**config.mk**
```make
export PLATFORM = sky130hd
export DESIGN_NAME = frame_stream_reader
export DESIGN_NICKNAME = d
export VERILOG_FILES = /design/src/rtl/frame_stream_reader.sv
export SDC_FILE = /design/constraint.sdc
export NUM_CORES = 1
export LEC_CHECK = 0
export CAP_MARGIN = 20
export CORE_MARGIN = 2
export CORE_UTILIZATION = 30
export CTS_CLUSTER_SIZE = 40
export DETAILED_ROUTE_END_ITERATION = 6
export GPL_TIMING_DRIVEN = 0
export PLACE_DENSITY_LB_ADDON = 0.15
export SKIP_LAST_GASP = 1
export SLEW_MARGIN = 20
export SYNTH_ARGS = -nofsm -noshare
export SYNTH_HDL_FRONTEND = slang
export SYNTH_SLANG_ARGS = --single-unit
```
**constraint.sdc**
```tcl
create_clock -name clk -period 3.55 [get_ports clk]
set_input_delay 0.71 -clock clk [delete_from_list [all_inputs] [get_ports clk]]
set_output_delay 0.71 -clock clk [all_outputs]
set_load 0.01 [all_outputs]
```
**src/rtl/frame_stream_reader.sv**
```systemverilog
// Raster-order frame buffer scanner: issues one read per free FIFO slot,
// captures the 1-cycle-latency read data with its coordinates/markers into a
// 2-entry FIFO, and presents the FIFO head as a valid/ready pixel stream.
module frame_stream_reader #(
  parameter int RGB_WIDTH    = 24,
  parameter int IMG_WIDTH    = 176,
  parameter int IMG_HEIGHT   = 240,
  parameter int TOTAL_PIXELS = IMG_WIDTH * IMG_HEIGHT,
  parameter int ADDR_WIDTH   = (TOTAL_PIXELS > 1) ? $clog2(TOTAL_PIXELS) : 1,
  parameter int X_WIDTH      = (IMG_WIDTH > 1) ? $clog2(IMG_WIDTH) : 1,
  parameter int Y_WIDTH      = (IMG_HEIGHT > 1) ? $clog2(IMG_HEIGHT) : 1
) (
  input  logic                  clk,
  input  logic                  reset,
  input  logic                  start,
  output logic                  busy,
  output logic                  done,
  output logic                  oe,
  output logic [ADDR_WIDTH-1:0] rAddr,
  input  logic [RGB_WIDTH-1:0]  rData,
  output logic                  m_valid,
  input  logic                  m_ready,
  output logic [RGB_WIDTH-1:0]  m_data,
  output logic [X_WIDTH-1:0]    m_x,
  output logic [Y_WIDTH-1:0]    m_y,
  output logic                  m_sof,
  output logic                  m_eol,
  output logic                  m_eof
);

  typedef enum logic [1:0] {ST_IDLE, ST_SCAN, ST_DRAIN, ST_DONE} state_t;

  // FIFO entry layout: {sof, eol, eof, y, x, data}
  localparam int unsigned MW = X_WIDTH + Y_WIDTH + 3;
  localparam int unsigned EW = RGB_WIDTH + MW;

  localparam logic [ADDR_WIDTH-1:0] ADDR_LAST = ADDR_WIDTH'(TOTAL_PIXELS - 1);
  localparam logic [X_WIDTH-1:0]    X_LAST    = X_WIDTH'(IMG_WIDTH - 1);
  localparam logic [Y_WIDTH-1:0]    Y_LAST    = Y_WIDTH'(IMG_HEIGHT - 1);

  state_t                r_state;
  state_t                w_state_next;
  logic [ADDR_WIDTH-1:0] r_addr;
  logic [X_WIDTH-1:0]    r_x;
  logic [Y_WIDTH-1:0]    r_y;
  logic                  r_inflight;
  logic [MW-1:0]         r_inflight_meta;
  logic [EW-1:0]         r_fifo [2];
  logic                  r_wptr;
  logic                  r_rptr;
  logic [1:0]            r_count;

  logic                  w_issue;
  logic                  w_push;
  logic                  w_pop;
  logic                  w_valid;
  logic                  w_last_addr;
  logic [1:0]            w_count_next;
  logic [MW-1:0]         w_issue_meta;
  logic [EW-1:0]         w_head;

  assign w_last_addr  = (r_addr == ADDR_LAST);
  assign w_valid      = (r_count != 2'd0);
  // A read is issued only if the FIFO can hold it together with any read already in flight.
  assign w_issue      = (r_state == ST_SCAN) && ((r_count + {1'b0, r_inflight}) < 2'd2);
  assign w_push       = r_inflight;
  assign w_pop        = w_valid && m_ready;
  assign w_count_next = r_count + {1'b0, w_push} - {1'b0, w_pop};
  assign w_issue_meta = {(r_addr == '0), (r_x == X_LAST), w_last_addr, r_y, r_x};
  assign w_head       = r_fifo[r_rptr];

  assign oe      = w_issue;
  assign rAddr   = r_addr;
  assign busy    = (r_state == ST_SCAN) || (r_state == ST_DRAIN);
  assign done    = (r_state == ST_DONE);
  assign m_valid = w_valid;
  assign m_data  = w_head[RGB_WIDTH-1:0];
  assign m_x     = w_head[RGB_WIDTH +: X_WIDTH];
  assign m_y     = w_head[RGB_WIDTH + X_WIDTH +: Y_WIDTH];
  assign m_eof   = w_valid & w_head[EW-3];
  assign m_eol   = w_valid & w_head[EW-2];
  assign m_sof   = w_valid & w_head[EW-1];

  // State register.
  always_ff @(posedge clk) begin
    if (reset) r_state <= ST_IDLE;
    else       r_state <= w_state_next;
  end

  // Next-state logic; DRAIN exits on the cycle the last entry is popped so
  // done follows the final accept by exactly one cycle.
  always_comb begin
    w_state_next = r_state;
    case (r_state)
      ST_IDLE:  if (start) w_state_next = ST_SCAN;
      ST_SCAN:  if (w_issue && w_last_addr) w_state_next = ST_DRAIN;
      ST_DRAIN: if (!r_inflight && (w_count_next == 2'd0)) w_state_next = ST_DONE;
      ST_DONE:  w_state_next = ST_IDLE;
      default:  w_state_next = ST_IDLE;
    endcase
  end

  // Raster address and coordinate counters, advanced per issued read.
  always_ff @(posedge clk) begin
    if (reset) begin
      r_addr <= '0;
      r_x    <= '0;
      r_y    <= '0;
    end else if (w_issue) begin
      if (!w_last_addr) r_addr <= r_addr + ADDR_WIDTH'(1);
      if (r_x == X_LAST) begin
        r_x <= '0;
        r_y <= (r_y == Y_LAST) ? '0 : r_y + Y_WIDTH'(1);
      end else begin
        r_x <= r_x + X_WIDTH'(1);
      end
    end else if (r_state == ST_DONE) begin
      r_addr <= '0;
      r_x    <= '0;
      r_y    <= '0;
    end
  end

  // Tracks the outstanding read and the coordinates/markers it was issued with.
  always_ff @(posedge clk) begin
    if (reset) begin
      r_inflight      <= 1'b0;
      r_inflight_meta <= '0;
    end else begin
      r_inflight <= w_issue;
      if (w_issue) r_inflight_meta <= w_issue_meta;
    end
  end

  // Two-entry output FIFO; push captures read data, pop on stream transfer.
  always_ff @(posedge clk) begin
    if (reset) begin
      for (int unsigned i = 0; i < 2; i++) r_fifo[i] <= '0;
      r_wptr  <= 1'b0;
      r_rptr  <= 1'b0;
      r_count <= 2'd0;
    end else begin
      if (w_push) begin
        r_fifo[r_wptr] <= {r_inflight_meta, rData};
        r_wptr         <= ~r_wptr;
      end
      if (w_pop) r_rptr <= ~r_rptr;
      r_count <= w_count_next;
    end
  end

  a_no_push_when_full: assert property (@(posedge clk) disable iff (reset)
    !(w_push && (r_count == 2'd2)));

endmodule

```
==> results by group <==
Routing
  – Initial drt markers: 230
  – Routed wire length per instance: around 15 µm
  – Final wirelength: 14600 µm
  – Via/cell ratio: ~4.7
  – Post-DRT Antenna Nets: 0
  – DR pass1 iterations: 4
  – Post-route DRC: 0
  – DR vias: about 4600

Floorplanning
  – Die Span Y: about 150 µm
  – Die Wd: between 150 and 200 µm
  – Die ar.: 22600 µm²
  – Core area: 21000 µm²
  – Initial Util: 0.306
  – # rows: 53
  – I/O pin count: 91

Logic synthesis
  – Async SR Flop Fraction: 0
  – Cell with the most instances after synthesis: and2_1
  – Commonest cells post-synth: and2_1 (87), edfxtp_1 (86), dfxtp_1 (59), nand2_1 (51), mux2_2 (40)
  – Prevailing post-synth register cell: edfxtp_1
  – Mapped Avg Cell Area: 11.3 µm²
  – Cell Area, Synth: 6430 µm²
  – Cells after synthesis: 570
  – Largest area contributor in the netlist: edfxtp_1
  – Synth top area share: 0.402
  – Top cells by area, synth: edfxtp_1 (40%), dfxtp_1 (18%), and2_1 (8.5%)
  – #FFs+latches synth: 145
  – Post-Syn Nets: just over 600
  – Netlist cell types: 50
  – Post-synth EDFFs: 86
  – Seq/Total Area, Yosys: 0.586
  – Synthesis Warnings: 0

STA
  – Fin crit period: roughly 3.3 ns
  – Final Skew: 0.0109 ns
  – Max frequency: 307 MHz
  – Period utilisation layout: 0.919
  – RSZ-0062 raised after global routing: false
  – Pins over their slew limit: 0
  – # setup viols final: 0
  – Worst-Margin Slew: 1.06 ns
  – Hold Vio Cnt, Final: 0
  – Setup tns final: 0 ns
  – Slew headroom: 0.289

Clocking
  – Clock Tree Root: clkbuf_16
  – Bufs on Longest Clock Path: 2
  – CTS Buf Count: 17
  – CTS clock-pin slew for the worst setup and hold paths: 0.06 ns
  – TritonCTS clock tree: built
  – H-tree levels: 4
  – # hold bufs at CTS: 0
  – Clock sink count: ~150
  – Post-CTS Repair Setup Buffers: 0
  – Worst skew pair latency: 0.42 ns

Worst setup path
  – FF-to-FF setup slack: 0.84 ns
  – CP endpoint: oe
  – Top delay family on crit path: buffers and inverters
  – Nature of the critical path startpoint: flip-flop
  – Critical setup path kind: flip-flop to primary output
  – Crit Path Max Fanout: 14
  – Crit-path cells: ha_1, xnor2_1, nand2_1, clkinvlp_4, clkdlybuf4s50_1
  – RR Startpoint: r_inflight$_SDFF_PP0_
  – Critical-path cell with the highest stage delay: clkdlybuf4s50_1
  – Worst Setup End Kind: primary output
  – Crit. path cell count: 5
  – CP arrival: ~2.6 ns
  – Required @ worst endpoint: 2.84 ns
  – CP max stage delay: about 0.6 ns
  – CP Launch Point: r_inflight$_SDFF_PP0_
  – WP buf/inv: 2
  – R2R Path End: rAddr[14]$_SDFFE_PP0P_
  – Reg2Reg Depth: 7

Placed design
  – Final HPWL DP: 10000 µm
  – RePlAce Congestion: 0.780
  – Dpl cells: 935
  – PortBufs: 89

GRT
  – Grt ovf: 0
  – GRT Total Usage: 0.136
  – Largest net degree at the start of global routing: 44
  – Antenna violations before repair: 0
  – Vias in the first global route: 4689
  – Global-route wire length before repair: 23700 µm

Run
  – # Max-Cap Violations: 0

Pwr
  – Max IR drop VDD: 0.000361 V
  – Pwr dens: between 600 and 700 nW/µm²
  – Leakage: 2.89 nW

Min path
  – HP Class: flip-flop to flip-flop

Cells and area
  – Layout area overhead: 28.7%
  – N_diodes: 0
  – Filler cell count: 2038
  – Final net count: around 700
  – Non-Filler Instances: slightly below 1000
  – Share of layout cells above drive strength 1: 0.120

Status
  – Status: complete, no violations
-- power by group --
part           internal, mW  switching [mW]  leakage, nW
clock network          1.04           0.708        0.277
registers              1.95          0.0789         1.37
logic                 0.647           0.743         1.24
total                  3.64            1.53         2.89
-- repair_timing --
action | CTS | global route
setup endpoints to repair | 1 | 1
endpoints found under the hold margin | 0 | 0
pin swaps | 0 | 0
resized for setup | 0 | 1
-- worst register-to-register path: stages, from the launching register on --
cell,delay [ns]
dfxtp_1,0.45
ha_1,0.24
xnor2_1,0.13
nand2_1,0.29
clkinvlp_4,0.39
a211oi_1,0.68
a311oi_1,0.19
a41o_1,0.24
-- final cells by class --
type	count	area (µm²)	area share
buffer	29	116	0.0141
clock buffer	18	429	0.0519
clock inverter	14	158	0.0191
inverter	16	63.8	0.00771
multi-input combinational	379	2490	0.301
sequential	145	3760	0.455
tap	275	344	0.0416
timing repair buffer	90	911	0.110
-- cell families after synthesis --
logic type,after synthesis,share of synthesized area
adder cells (fa/ha/maj),10,0.0195
multiplexers,45,0.0779
XOR/XNOR,15,0.0204
AND/OR/NAND/NOR,228,0.191
flip-flops,145,0.586
AO/OA/AOI/OAI,81,0.0777
buffers and inverters,46,0.0280
-- routing by layer --
layer | vias to the layer above | routed length [µm] | global-route usage
met5 | - | 0 | 0
met2 | 127 | 6800 | 0.223
met3 | 8 | 802 | 0.0367
met4 | 0 | 104 | 0.0443
li1 | 2230 | - | -
met1 | 2203 | 6860 | 0.174
-- registers in the layout, indices dropped and copies added, names as in the netlist, named ones only --
name	flops
r_inflight_meta	19
r_inflight	1
r_rptr	1
r_state	2
r_x	8
r_wptr	1
r_fifo	86
r_count	2
r_y	8
rAddr	16
-- through the flow --
stage | worst slack (ns) | cell area (µm²) | hold slack, ns | total power [mW] | utilization
after global routing | 0.118 | 8270 | 0.495 | 5.46 | 0.394
after floorplan | 0.994 | 6430 | 0.440 | 2.82 | -
final | 0.288 | 8270 | 0.463 | 5.17 | 0.394
after CTS | 0.0932 | 8270 | 0.469 | 5.24 | 0.393
after global placement | 0.0336 | 7660 | 0.455 | 3.44 | 0.365
after detailed placement | 0.352 | 7690 | 0.458 | 3.47 | 0.366
-- worst min-delay path by stage --
stage / depth (start not counted) / to / slack, ns / start
2_1_floorplan: 2 / r_inflight_meta[0]$_SDFFE_PP0P_ / 0.44 / r_inflight_meta[0]$_SDFFE_PP0P_
3_3_place_gp: 2 / r_inflight_meta[8]$_SDFFE_PP0P_ / 0.46 / r_inflight_meta[8]$_SDFFE_PP0P_
3_5_place_dp: 2 / r_inflight_meta[9]$_SDFFE_PP0P_ / 0.46 / r_inflight_meta[9]$_SDFFE_PP0P_
4_1_cts: 2 / r_inflight_meta[9]$_SDFFE_PP0P_ / 0.47 / r_inflight_meta[9]$_SDFFE_PP0P_
5_1_grt: 2 / r_inflight_meta[12]$_SDFFE_PP0P_ / 0.50 / r_inflight_meta[12]$_SDFFE_PP0P_
6_report: 2 / r_inflight_meta[12]$_SDFFE_PP0P_ / 0.46 / r_inflight_meta[12]$_SDFFE_PP0P_
-- cells in the final DEF, fill, tap and decap left out, drive strengths merged, types with 10 or more instances in the layout --
cell,instances
o21ai,14
and2,87
inv,18
edfxtp,86
nand3,12
nor2,35
clkbuf,44
xnor2,10
a21oi,39
nand2,51
clkdlybuf4s50,89
dfxtp,59
mux2,40
ha,10
Note: power is estimated with default switching activity, not from simulation.
